==> config.mk <==
export PLATFORM = sky130hd
export DESIGN_NAME = regbus_arb
export DESIGN_NICKNAME = d
export VERILOG_FILES = /design/src/rtl/regbus_pkg.sv /design/src/rtl/regbus_arb_rr_arb2.sv /design/src/rtl/regbus_arb.sv
export SDC_FILE = /design/constraint.sdc
export NUM_CORES = 1
export LEC_CHECK = 0
export ABC_AREA = 1
export BUFFER_PORTS_ARGS = -buffer_cell sky130_fd_sc_hd__clkbuf_2
export CELL_PAD_IN_SITES_DETAIL_PLACEMENT = 0
export CELL_PAD_IN_SITES_GLOBAL_PLACEMENT = 2
export CORE_ASPECT_RATIO = 0.75
export CORE_MARGIN = 5
export CORE_UTILIZATION = 25
export DETAILED_ROUTE_END_ITERATION = 16
export GPL_TIMING_DRIVEN = 0
export PLACE_DENSITY = 0.77
export SETUP_SLACK_MARGIN = 0.2
export SYNTH_ARGS = -nofsm -noshare
export SYNTH_HDL_FRONTEND = slang
export SYNTH_SLANG_ARGS = --single-unit
==> constraint.sdc <==
create_clock -name clk -period 2.4 [get_ports clk]
set_input_delay 0.72 -clock clk [delete_from_list [all_inputs] [get_ports clk]]
set_output_delay 0.72 -clock clk [all_outputs]
set_load 0.03 [all_outputs]
==> src/rtl/regbus_pkg.sv <==
// ---------------------------------------------------------------------------
// regbus_pkg
// Shared types and constants for the register-bus arbiter slice.
//   REGBUS_ADDR_W  : register address width
//   REGBUS_DATA_W  : register data width
//   TRACE_SEL      : addr[5:4] pattern that selects the trace-RAM window
//   regbus_state_e : transaction FSM states
//   is_trace_addr  : helper, 1 when an address falls in the trace window
// ---------------------------------------------------------------------------
package regbus_pkg;

  localparam int REGBUS_ADDR_W = 6;
  localparam int REGBUS_DATA_W = 8;
  localparam logic [1:0] TRACE_SEL = 2'b11;

  typedef enum logic [1:0] {
    ST_IDLE  = 2'b00,
    ST_ISSUE = 2'b01,
    ST_WAIT  = 2'b10,
    ST_RESP  = 2'b11
  } regbus_state_e;

  function automatic logic is_trace_addr(input logic [REGBUS_ADDR_W-1:0] addr);
    return (addr[REGBUS_ADDR_W-1 -: 2] == TRACE_SEL);
  endfunction

endpackage

==> src/rtl/regbus_arb_rr_arb2.sv <==
// ---------------------------------------------------------------------------
// rr_arb2
// Two-way round-robin arbiter with an optional burst lock for port 0.
// Grants are combinational; the pointer (and lock counter) advance only
// when the owner accepts the grant.
// Optional feature macro: REGBUS_ARB_LOCK_EN (port-0 burst lock).
// Ports:
//   clk, reset     : clock, synchronous active-high reset
//   valid0/valid1  : request pending on port 0 / port 1
//   lock0          : port 0 asks to keep the grant (burst)
//   accept         : the current grant is being taken this cycle
//   gnt0/gnt1      : one-hot grant (both 0 when nothing is eligible)
// ---------------------------------------------------------------------------
module rr_arb2
  import regbus_pkg::*;
#(
  parameter int LOCK_MAX = 16
) (
  input  logic clk,
  input  logic reset,
  input  logic valid0,
  input  logic valid1,
  input  logic lock0,
  input  logic accept,
  output logic gnt0,
  output logic gnt1
);

  // 1 = port 1 was granted last, so port 0 wins the next tie.
  logic last1_r;
  logic rr_gnt0_s;
  logic rr_gnt1_s;

  // Plain round-robin decision.
  always_comb begin
    rr_gnt0_s = 1'b0;
    rr_gnt1_s = 1'b0;
    if (valid0 && valid1) begin
      rr_gnt0_s = last1_r;
      rr_gnt1_s = ~last1_r;
    end else begin
      rr_gnt0_s = valid0;
      rr_gnt1_s = valid1;
    end
  end

  // Round-robin pointer; reset value gives port 0 priority.
  always_ff @(posedge clk) begin
    if (reset) begin
      last1_r <= 1'b1;
    end else if (accept) begin
      last1_r <= gnt1;
    end else begin
      last1_r <= last1_r;
    end
  end

`ifdef REGBUS_ARB_LOCK_EN
  localparam int LOCK_W = $clog2(LOCK_MAX + 1);
  localparam logic [LOCK_W-1:0] LOCK_MAX_C = LOCK_W'(LOCK_MAX);

  logic [LOCK_W-1:0] lock_cnt_r;
  logic              lock_hold_s;
  logic              lock_yield_s;

  // Lock qualifiers: hold port 0 mid-burst, force one port-1 turn at the limit.
  always_comb begin
    lock_hold_s  = lock0 && (lock_cnt_r != {LOCK_W{1'b0}}) && (lock_cnt_r < LOCK_MAX_C);
    lock_yield_s = (lock_cnt_r == LOCK_MAX_C);
  end

  // Final grant: lock overrides round-robin.
  always_comb begin
    gnt0 = 1'b0;
    gnt1 = 1'b0;
    if (lock_hold_s) begin
      gnt0 = valid0;
      gnt1 = 1'b0;
    end else if (lock_yield_s && valid1) begin
      gnt0 = 1'b0;
      gnt1 = 1'b1;
    end else begin
      gnt0 = rr_gnt0_s;
      gnt1 = rr_gnt1_s;
    end
  end

  // Consecutive locked port-0 grants; saturates at the limit until port 1 is served.
  always_ff @(posedge clk) begin
    if (reset) begin
      lock_cnt_r <= {LOCK_W{1'b0}};
    end else if (accept) begin
      if (gnt0 && lock0) begin
        lock_cnt_r <= (lock_cnt_r == LOCK_MAX_C) ? lock_cnt_r : lock_cnt_r + LOCK_W'(1);
      end else begin
        lock_cnt_r <= {LOCK_W{1'b0}};
      end
    end else begin
      lock_cnt_r <= lock_cnt_r;
    end
  end
`else
  // Lock request and limit have no function in this build.
  logic        unused_lock_s;
  logic [31:0] unused_lock_max_s;
  assign unused_lock_s     = lock0;
  assign unused_lock_max_s = 32'(LOCK_MAX);

  // Final grant is the plain round-robin decision.
  always_comb begin
    gnt0 = rr_gnt0_s;
    gnt1 = rr_gnt1_s;
  end
`endif

endmodule

==> src/rtl/regbus_arb.sv <==
// ---------------------------------------------------------------------------
// regbus_arb
// Arbitrates two requesters onto a single register-file port, one
// transaction at a time: IDLE (accept) -> ISSUE (strobe) -> WAIT (reads
// only, RD_LAT cycles) -> RESP (completion pulse).
// Optional feature macro: REGBUS_ARB_LOCK_EN (port-0 burst lock, see rr_arb2).
// Parameters:
//   RD_LAT   : register-file read latency in cycles (1..4)
//   LOCK_MAX : maximum consecutive locked grants to port 0
// Ports:
//   clk, reset                 : clock, synchronous active-high reset
//   reqN_valid/we/addr/wdata   : request from requester N (N=0,1)
//   reqN_ready                 : request accepted this cycle (combinational)
//   rspN_valid/rspN_rdata      : one-cycle completion with read data
//   req0_lock                  : port 0 burst-lock request
//   reg_addr/rd/wr/wdata       : register-file command
//   reg_rdata                  : register-file read data, RD_LAT after reg_rd
//   trace_pop                  : pop pulse after a read of 0x30-0x3F
// ---------------------------------------------------------------------------
module regbus_arb
  import regbus_pkg::*;
#(
  parameter int RD_LAT   = 1,
  parameter int LOCK_MAX = 16
) (
  input  logic                     clk,
  input  logic                     reset,
  input  logic                     req0_valid,
  input  logic                     req0_we,
  input  logic [REGBUS_ADDR_W-1:0] req0_addr,
  input  logic [REGBUS_DATA_W-1:0] req0_wdata,
  output logic                     req0_ready,
  output logic                     rsp0_valid,
  output logic [REGBUS_DATA_W-1:0] rsp0_rdata,
  input  logic                     req1_valid,
  input  logic                     req1_we,
  input  logic [REGBUS_ADDR_W-1:0] req1_addr,
  input  logic [REGBUS_DATA_W-1:0] req1_wdata,
  output logic                     req1_ready,
  output logic                     rsp1_valid,
  output logic [REGBUS_DATA_W-1:0] rsp1_rdata,
  input  logic                     req0_lock,
  output logic [REGBUS_ADDR_W-1:0] reg_addr,
  output logic                     reg_rd,
  output logic                     reg_wr,
  output logic [REGBUS_DATA_W-1:0] reg_wdata,
  input  logic [REGBUS_DATA_W-1:0] reg_rdata,
  output logic                     trace_pop
);

  localparam logic [2:0] RD_LAT_C = 3'(RD_LAT);

  regbus_state_e state_r;
  regbus_state_e state_next_s;

  logic                     gnt0_s;
  logic                     gnt1_s;
  logic                     accept_s;
  logic                     sel_we_s;
  logic [REGBUS_ADDR_W-1:0] sel_addr_s;
  logic [REGBUS_DATA_W-1:0] sel_wdata_s;
  logic                     rd_done_s;
  logic                     rsp_fire_s;
  logic [REGBUS_DATA_W-1:0] rsp_data_s;

  logic                     txn_we_r;
  logic                     txn_port_r;   // 0 = port 0, 1 = port 1
  logic [2:0]               wait_cnt_r;
  logic [REGBUS_ADDR_W-1:0] reg_addr_r;
  logic [REGBUS_DATA_W-1:0] reg_wdata_r;
  logic                     reg_rd_r;
  logic                     reg_wr_r;
  logic                     rsp0_valid_r;
  logic                     rsp1_valid_r;
  logic [REGBUS_DATA_W-1:0] rsp0_rdata_r;
  logic [REGBUS_DATA_W-1:0] rsp1_rdata_r;
  logic                     trace_pop_r;

  rr_arb2 #(
    .LOCK_MAX (LOCK_MAX)
  ) u_rr_arb2 (
    .clk    (clk),
    .reset  (reset),
    .valid0 (req0_valid),
    .valid1 (req1_valid),
    .lock0  (req0_lock),
    .accept (accept_s),
    .gnt0   (gnt0_s),
    .gnt1   (gnt1_s)
  );

  // Accept only in IDLE; gated by reset so ready is 0 while reset is held.
  always_comb begin
    accept_s = 1'b0;
    if (!reset && (state_r == ST_IDLE)) begin
      accept_s = gnt0_s | gnt1_s;
    end else begin
      accept_s = 1'b0;
    end
  end

  assign req0_ready = accept_s & gnt0_s;
  assign req1_ready = accept_s & gnt1_s;

  // Request fields of the granted port.
  always_comb begin
    sel_we_s    = req0_we;
    sel_addr_s  = req0_addr;
    sel_wdata_s = req0_wdata;
    if (gnt1_s) begin
      sel_we_s    = req1_we;
      sel_addr_s  = req1_addr;
      sel_wdata_s = req1_wdata;
    end else begin
      sel_we_s    = req0_we;
      sel_addr_s  = req0_addr;
      sel_wdata_s = req0_wdata;
    end
  end

  // WAIT is entered with count 1 (the reg_rd cycle is cycle 0), so the
  // last WAIT cycle is the one where reg_rdata is valid.
  assign rd_done_s = (state_r == ST_WAIT) && (wait_cnt_r == RD_LAT_C);

  // Next-state logic.
  always_comb begin
    state_next_s = state_r;
    case (state_r)
      ST_IDLE: begin
        if (accept_s) state_next_s = ST_ISSUE;
        else          state_next_s = ST_IDLE;
      end
      ST_ISSUE: begin
        if (txn_we_r) state_next_s = ST_RESP;
        else          state_next_s = ST_WAIT;
      end
      ST_WAIT: begin
        if (rd_done_s) state_next_s = ST_RESP;
        else           state_next_s = ST_WAIT;
      end
      ST_RESP: state_next_s = ST_IDLE;
      default: state_next_s = ST_IDLE;
    endcase
  end

  // Values the registered response outputs take on the next edge.
  always_comb begin
    rsp_fire_s = (state_next_s == ST_RESP);
    rsp_data_s = {REGBUS_DATA_W{1'b0}};
    if (rd_done_s) begin
      rsp_data_s = reg_rdata;
    end else begin
      rsp_data_s = {REGBUS_DATA_W{1'b0}};
    end
  end

  // State, transaction latches and registered outputs.
  always_ff @(posedge clk) begin
    if (reset) begin
      state_r      <= ST_IDLE;
      txn_we_r     <= 1'b0;
      txn_port_r   <= 1'b0;
      wait_cnt_r   <= 3'd0;
      reg_addr_r   <= {REGBUS_ADDR_W{1'b0}};
      reg_wdata_r  <= {REGBUS_DATA_W{1'b0}};
      reg_rd_r     <= 1'b0;
      reg_wr_r     <= 1'b0;
      rsp0_valid_r <= 1'b0;
      rsp1_valid_r <= 1'b0;
      rsp0_rdata_r <= {REGBUS_DATA_W{1'b0}};
      rsp1_rdata_r <= {REGBUS_DATA_W{1'b0}};
      trace_pop_r  <= 1'b0;
    end else begin
      state_r <= state_next_s;
      // reg_addr/reg_wdata double as the transaction latch and hold
      // their last value until the next accept.
      if (accept_s) begin
        txn_we_r    <= sel_we_s;
        txn_port_r  <= gnt1_s;
        reg_addr_r  <= sel_addr_s;
        reg_wdata_r <= sel_wdata_s;
      end
      reg_rd_r <= accept_s & ~sel_we_s;
      reg_wr_r <= accept_s & sel_we_s;
      if (state_r == ST_ISSUE)     wait_cnt_r <= 3'd1;
      else if (state_r == ST_WAIT) wait_cnt_r <= wait_cnt_r + 3'd1;
      else                         wait_cnt_r <= 3'd0;
      rsp0_valid_r <= rsp_fire_s & ~txn_port_r;
      rsp1_valid_r <= rsp_fire_s & txn_port_r;
      rsp0_rdata_r <= (rsp_fire_s & ~txn_port_r) ? rsp_data_s : {REGBUS_DATA_W{1'b0}};
      rsp1_rdata_r <= (rsp_fire_s & txn_port_r) ? rsp_data_s : {REGBUS_DATA_W{1'b0}};
      trace_pop_r  <= rsp_fire_s & ~txn_we_r & is_trace_addr(reg_addr_r);
    end
  end

  assign reg_addr   = reg_addr_r;
  assign reg_wdata  = reg_wdata_r;
  assign reg_rd     = reg_rd_r;
  assign reg_wr     = reg_wr_r;
  assign rsp0_valid = rsp0_valid_r;
  assign rsp1_valid = rsp1_valid_r;
  assign rsp0_rdata = rsp0_rdata_r;
  assign rsp1_rdata = rsp1_rdata_r;
  assign trace_pop  = trace_pop_r;

endmodule

# Word level (Yosys, flattened, before mapping)

Index checks and enable logic that the tools add are counted.

$add $sub $neg: 1
Equality and inequality tests: 6
Multiplexer cells: 13
Bitwise operators: 16
Reductions and logical operators: 8

Operators by type and width:

| kind                  | number |
|---|---|
| $mux W8               | 2 |
| $mux W1               | 9 |
| $and A1 B1 Y1         | 8 |
| $eq A2 B2 Y1 const B  | 4 |
| $pmux W2 S4           | 1 |
| $not A1 Y1            | 7 |
| $mux W6               | 1 |
| $reduce_or A2 Y1      | 2 |
| $add A3 B1 Y3 const B | 1 |
| $eq A3 B1 Y1 const B  | 1 |
| $logic_and A1 B1 Y1   | 3 |
| $reduce_or A3 Y1      | 1 |
| $eq A2 B1 Y1 const B  | 1 |
| $logic_not A2 Y1      | 1 |
| $logic_not A1 Y1      | 1 |
| $or A1 B1 Y1          | 1 |

Flip-flop bits (word level): 43
Output and inout bits: 37
Word-level logic and storage cells: 59

# Depth between registers and ports, before layout

Depth after elaboration: 10
Mapped depth: 9

# Hierarchy

From an unflattened synthesis, not the netlist that was laid out.

Cells, all modules: 228
Area, all modules: 1770.4 µm²

By module, submodules not included:

| module     | times used | cells each | area an instance (µm²) |
|---|---|---|---|
| regbus_arb | 1          | 219        | 1711.6 |
| rr_arb2    | 1          | 9          | 58.8 |

# Worst setup path after synthesis

No wires, ideal clock.

Path kind: input to output
From: in reset
To: out req0_ready
Data arrival time: 1821 ps
Setup slack: -141 ps
Cell stages on the path: 8
Cell sequence: buf_6 -> inv_6 -> nand2_2 -> nor2_4 -> inv_2 -> buf_6 -> buf_12 -> nor2_1

Word-level cells in the longest chain between the ends: 4

RTL lines:

| element             | RTL line          | RTL |
|---|---|---|
| start: declaration  | regbus_arb.sv:27  | `input logic reset,` |
| $logic_not A1 Y1    | regbus_arb.sv:95  | `if (!reset && (state_r == ST_IDLE)) begin` |
| $logic_and A1 B1 Y1 | regbus_arb.sv:95  |  |
| $mux W1             | regbus_arb.sv:95  |  |
| $and A1 B1 Y1       | regbus_arb.sv:102 | `assign req0_ready = accept_s & gnt0_s;` |
| end: declaration    | regbus_arb.sv:32  | `output logic req0_ready,` |

Every way passes these cells.

# Worst setup path in the final report

From: in req0_valid
To: out req0_ready

Word-level cells in the longest chain between the ends: 5
Elaborated cells on any way between the ends: 6

RTL lines:

| element             | RTL line                 | RTL |
|---|---|---|
| start: declaration  | regbus_arb.sv:28         | `input logic req0_valid,` |
| $logic_and A1 B1 Y1 | regbus_arb_rr_arb2.sv:38 | `if (valid0 && valid1) begin` |
| $mux W1             | regbus_arb_rr_arb2.sv:38 |  |
| $or A1 B1 Y1        | regbus_arb.sv:96         | `accept_s = gnt0_s \| gnt1_s;` |
| $mux W1             | regbus_arb.sv:95         |  |
| $and A1 B1 Y1 (*)   | regbus_arb.sv:102        |  |

Mark *: on every way between the ends. The rest lies on a longest branch, timed or not.

==> flow_summary.toml <==
[synthesis]
synth_top_area_cell = "dfxtp_1"
synth_edf_count = 0
synth_most_common_cell = "nand2_1"
async_flop_share = 0
ys_dominant_reg_cell = "dfxtp_1"
netlist_area_sq_um = 1765
syn_inst = 219
netlist_top_cells_count = "64 x nand2_1, 43 x dfxtp_1, 25 x nor2_1"
yosysUniqueCellTypes = 21
ys_warn_count = 0
syn_avg_cell_area_sq_um = 8.061
yosysSeqAreaShare = 0.4876
ys_ff_latch = 43
synth_top_area_share = 0.4876
synth.area.top_cells = "dfxtp_1 49%, nand2_1 14%, nor2_1 5.3%"
syn_nets = 268

[drt]
vias = 1618
drt_pass1_iterations = 4
initialDrtViolationCount = 23
post_drt_via_cell_ratio = 4.096
postRouteAntennaNets = 0
wl_mm = 4.739
avgRoutedWirePerCell_um = 12.00
drt_drc_violations_left = 0

[global_route]
grt.total_usage = 0.1088
gr-total-overflow = 0
grt_pass1_wl_mm = 7.562
grt_pass1_vias = 1591
grt_max_degree = 15
grt_antenna_before_repair = 0

[clock_tree]
htreeDepth = 2
cts_made_buffers = 5
cts_hold_buf = 0
clk_pin_slew_ns = 0.08
cts_buffer_depth = 2
cts_root_buffer = "clkbuf_8"
clkSinkCount = 43
cts_tree = "built"
clock_latency_ns = 0.29

[sta]
fin_crit_sh = 0.9444
finalMaxSlewViolations = 0
rsz0062_at_grt = "yes"
hold-worst-slack_ns = 0.4666
setup_viol = 0
report.final.hold_viol_count = 0
fin_skew_ns = 0.01248
worstMarginPinSlew_ns = 0.6062
fmax_mhz = 441.2
period_minus_slack_ns = 2.267
relSlewSlack = 0.5958

[placement]
numPortBuffers = 76
hpwl_mm = 3.637
place.gp.congestion = 0.7172
place_area_sq_um = 2258

[power_and_ir_drop]
p_leak_uw = 0.001214
peakVddDrop_mv = 0.4103
power_density_nw_per_um2 = 916.0

[min_path]
hold_path_depth = 2
hold_start = "reg_wdata[1]"
min_path_type = "flop to flop"
min_to = "reg_wdata[1]"

[finish]
drive_above_1_share = 0.4212
final_nets = 359
n_antenna_cell = 0
area_delta_synth_final_pct = 42.95
fillers = 748
fin_area_sq_um = 2524

[worst_setup_path]
worst_setup_path_start_kind = "primary input"
r2r-end = "txn_port_r"
crit_fanout = 2
critPathCaptureType = "output port"
rrSetupSlack_ns = 0.94
cp.required_ns = 1.68
critPathArrivalTime_ns = 1.55
r2r_cells = 10
r2r_start = "state_r[1]"
crit_type = "primary input to output port"

[floorplanning]
ios = 80
die_y_um = 82.78
rows = 26
die_w_um = 107.0
core_sq_um = 6832
fp.dieArea_sq_um = 8860
initial_core_util = 0.2584

[flow_run]
cap_violations = 0

[status]
status = "completed"
[logic make-up after synthesis]
| logic type | after synthesis | share of synthesized area |
|---|---|---|
| compound gates | 19 | 0.06874 |
| buf+inv | 26 | 0.08362 |
| simple gates | 124 | 0.3125 |
| xor+xnor | 1 | 0.004962 |
| flops | 43 | 0.4876 |
| fa+ha+maj | 6 | 0.04252 |
[critical path: stages]
cell    delay, ns
buf_2        0.13
nor2_4       0.05
nor2_4       0.13
inv_2        0.06
buf_8        0.12
buf_12       0.11
nor2_4       0.09
buf_8        0.13
[through the flow]
stage | setup TNS (ns) | util | power, uW | instances | setup slack [ns]
4_1_cts | 0 | 0.3623 | 2309 | 393 | 0.09980
3_5_place_dp | -0.2473 | 0.3306 | 1612 | 379 | -0.1709
6_report | 0 | 0.3694 | 2312 | 395 | 0.1335
3_3_place_gp | -0.2300 | 0.3306 | 1608 | 379 | -0.1702
5_1_grt | 0 | 0.3694 | 2459 | 395 | 0.07046
2_1_floorplan | 0 | - | 1405 | 219 | 0.08777
[sequential cells by signal, summed over array words and instances (netlist names)]
| register | flops |
|---|---|
| trace_pop | 1 |
| rsp1_rdata | 8 |
| rsp0_valid | 1 |
| txn_we_r | 1 |
| rsp1_valid | 1 |
| reg_addr | 6 |
| wait_cnt_r | 3 |
| reg_rd | 1 |
| u_rr_arb2.last1_r | 1 |
| rsp0_rdata | 8 |
| state_r | 2 |
| reg_wr | 1 |
| reg_wdata | 8 |
| txn_port_r | 1 |
[worst max-delay path by stage]
stage / startpoint / endpoint / slack [ns] / depth (start not counted)
after floorplan: reset / req0_ready / 0.09 / 8
after global placement: reset / req0_ready / -0.17 / 9
after detailed placement: reset / req0_ready / -0.17 / 9
after CTS: reset / req0_ready / 0.1 / 9
after global routing: state_r[1] / req0_ready / 0.07 / 9
final: req0_valid / req0_ready / 0.13 / 8
[area by class of cell]
| cell class | instances | area, sq um | area share |
|---|---|---|---|
| plain buffers | 9 | 98.84 | 0.03917 |
| well taps | 84 | 105.1 | 0.04165 |
| clock buffers | 6 | 82.58 | 0.03272 |
| flip-flops and latches | 43 | 863.3 | 0.3421 |
| multi-input cells | 150 | 803.3 | 0.3183 |
| repair buffers | 84 | 460.4 | 0.1824 |
| clock inverters | 2 | 38.79 | 0.01537 |
| inverters | 17 | 71.32 | 0.02826 |
[power breakdown]
| group | internal, uW | total [uW] | leakage (uW) | switching, uW |
|---|---|---|---|---|
| clock | 342 | 591 | 0.0000618 | 249 |
| combinational | 341 | 863 | 0.000802 | 523 |
| sequential | 802 | 857 | 0.000350 | 55.2 |
[layer usage]
layer | up-vias | part of all wire | global-route usage
met2 | 33 | 0.45 | 0.1617
li1 | 864 | - | -
met4 | 0 | 0.0084 | 0.03448
met1 | 719 | 0.51 | 0.1518
met3 | 2 | 0.039 | 0.03171
met5 | - | 0 | 0
[layout by cell type (no fill, tap or decap), types with 6 or more instances in the layout]
cell,synthesis,routed
a21oi_1,11,11
a21oi_2,7,7
buf_4,3,9
clkbuf_2,0,73
clkbuf_8,0,6
dfxtp_1,43,41
inv_1,15,12
nand2_1,64,63
nand2_2,10,8
nand3_1,18,18
nor2_1,25,24
[repair_timing]
item | CTS | global route
setup endpoints to repair | 2 | 2
pin swaps | 2 | 4
resized for setup | 15 | 11
setup buffers | 6 | 2
(Power assumes the default switching activity.)
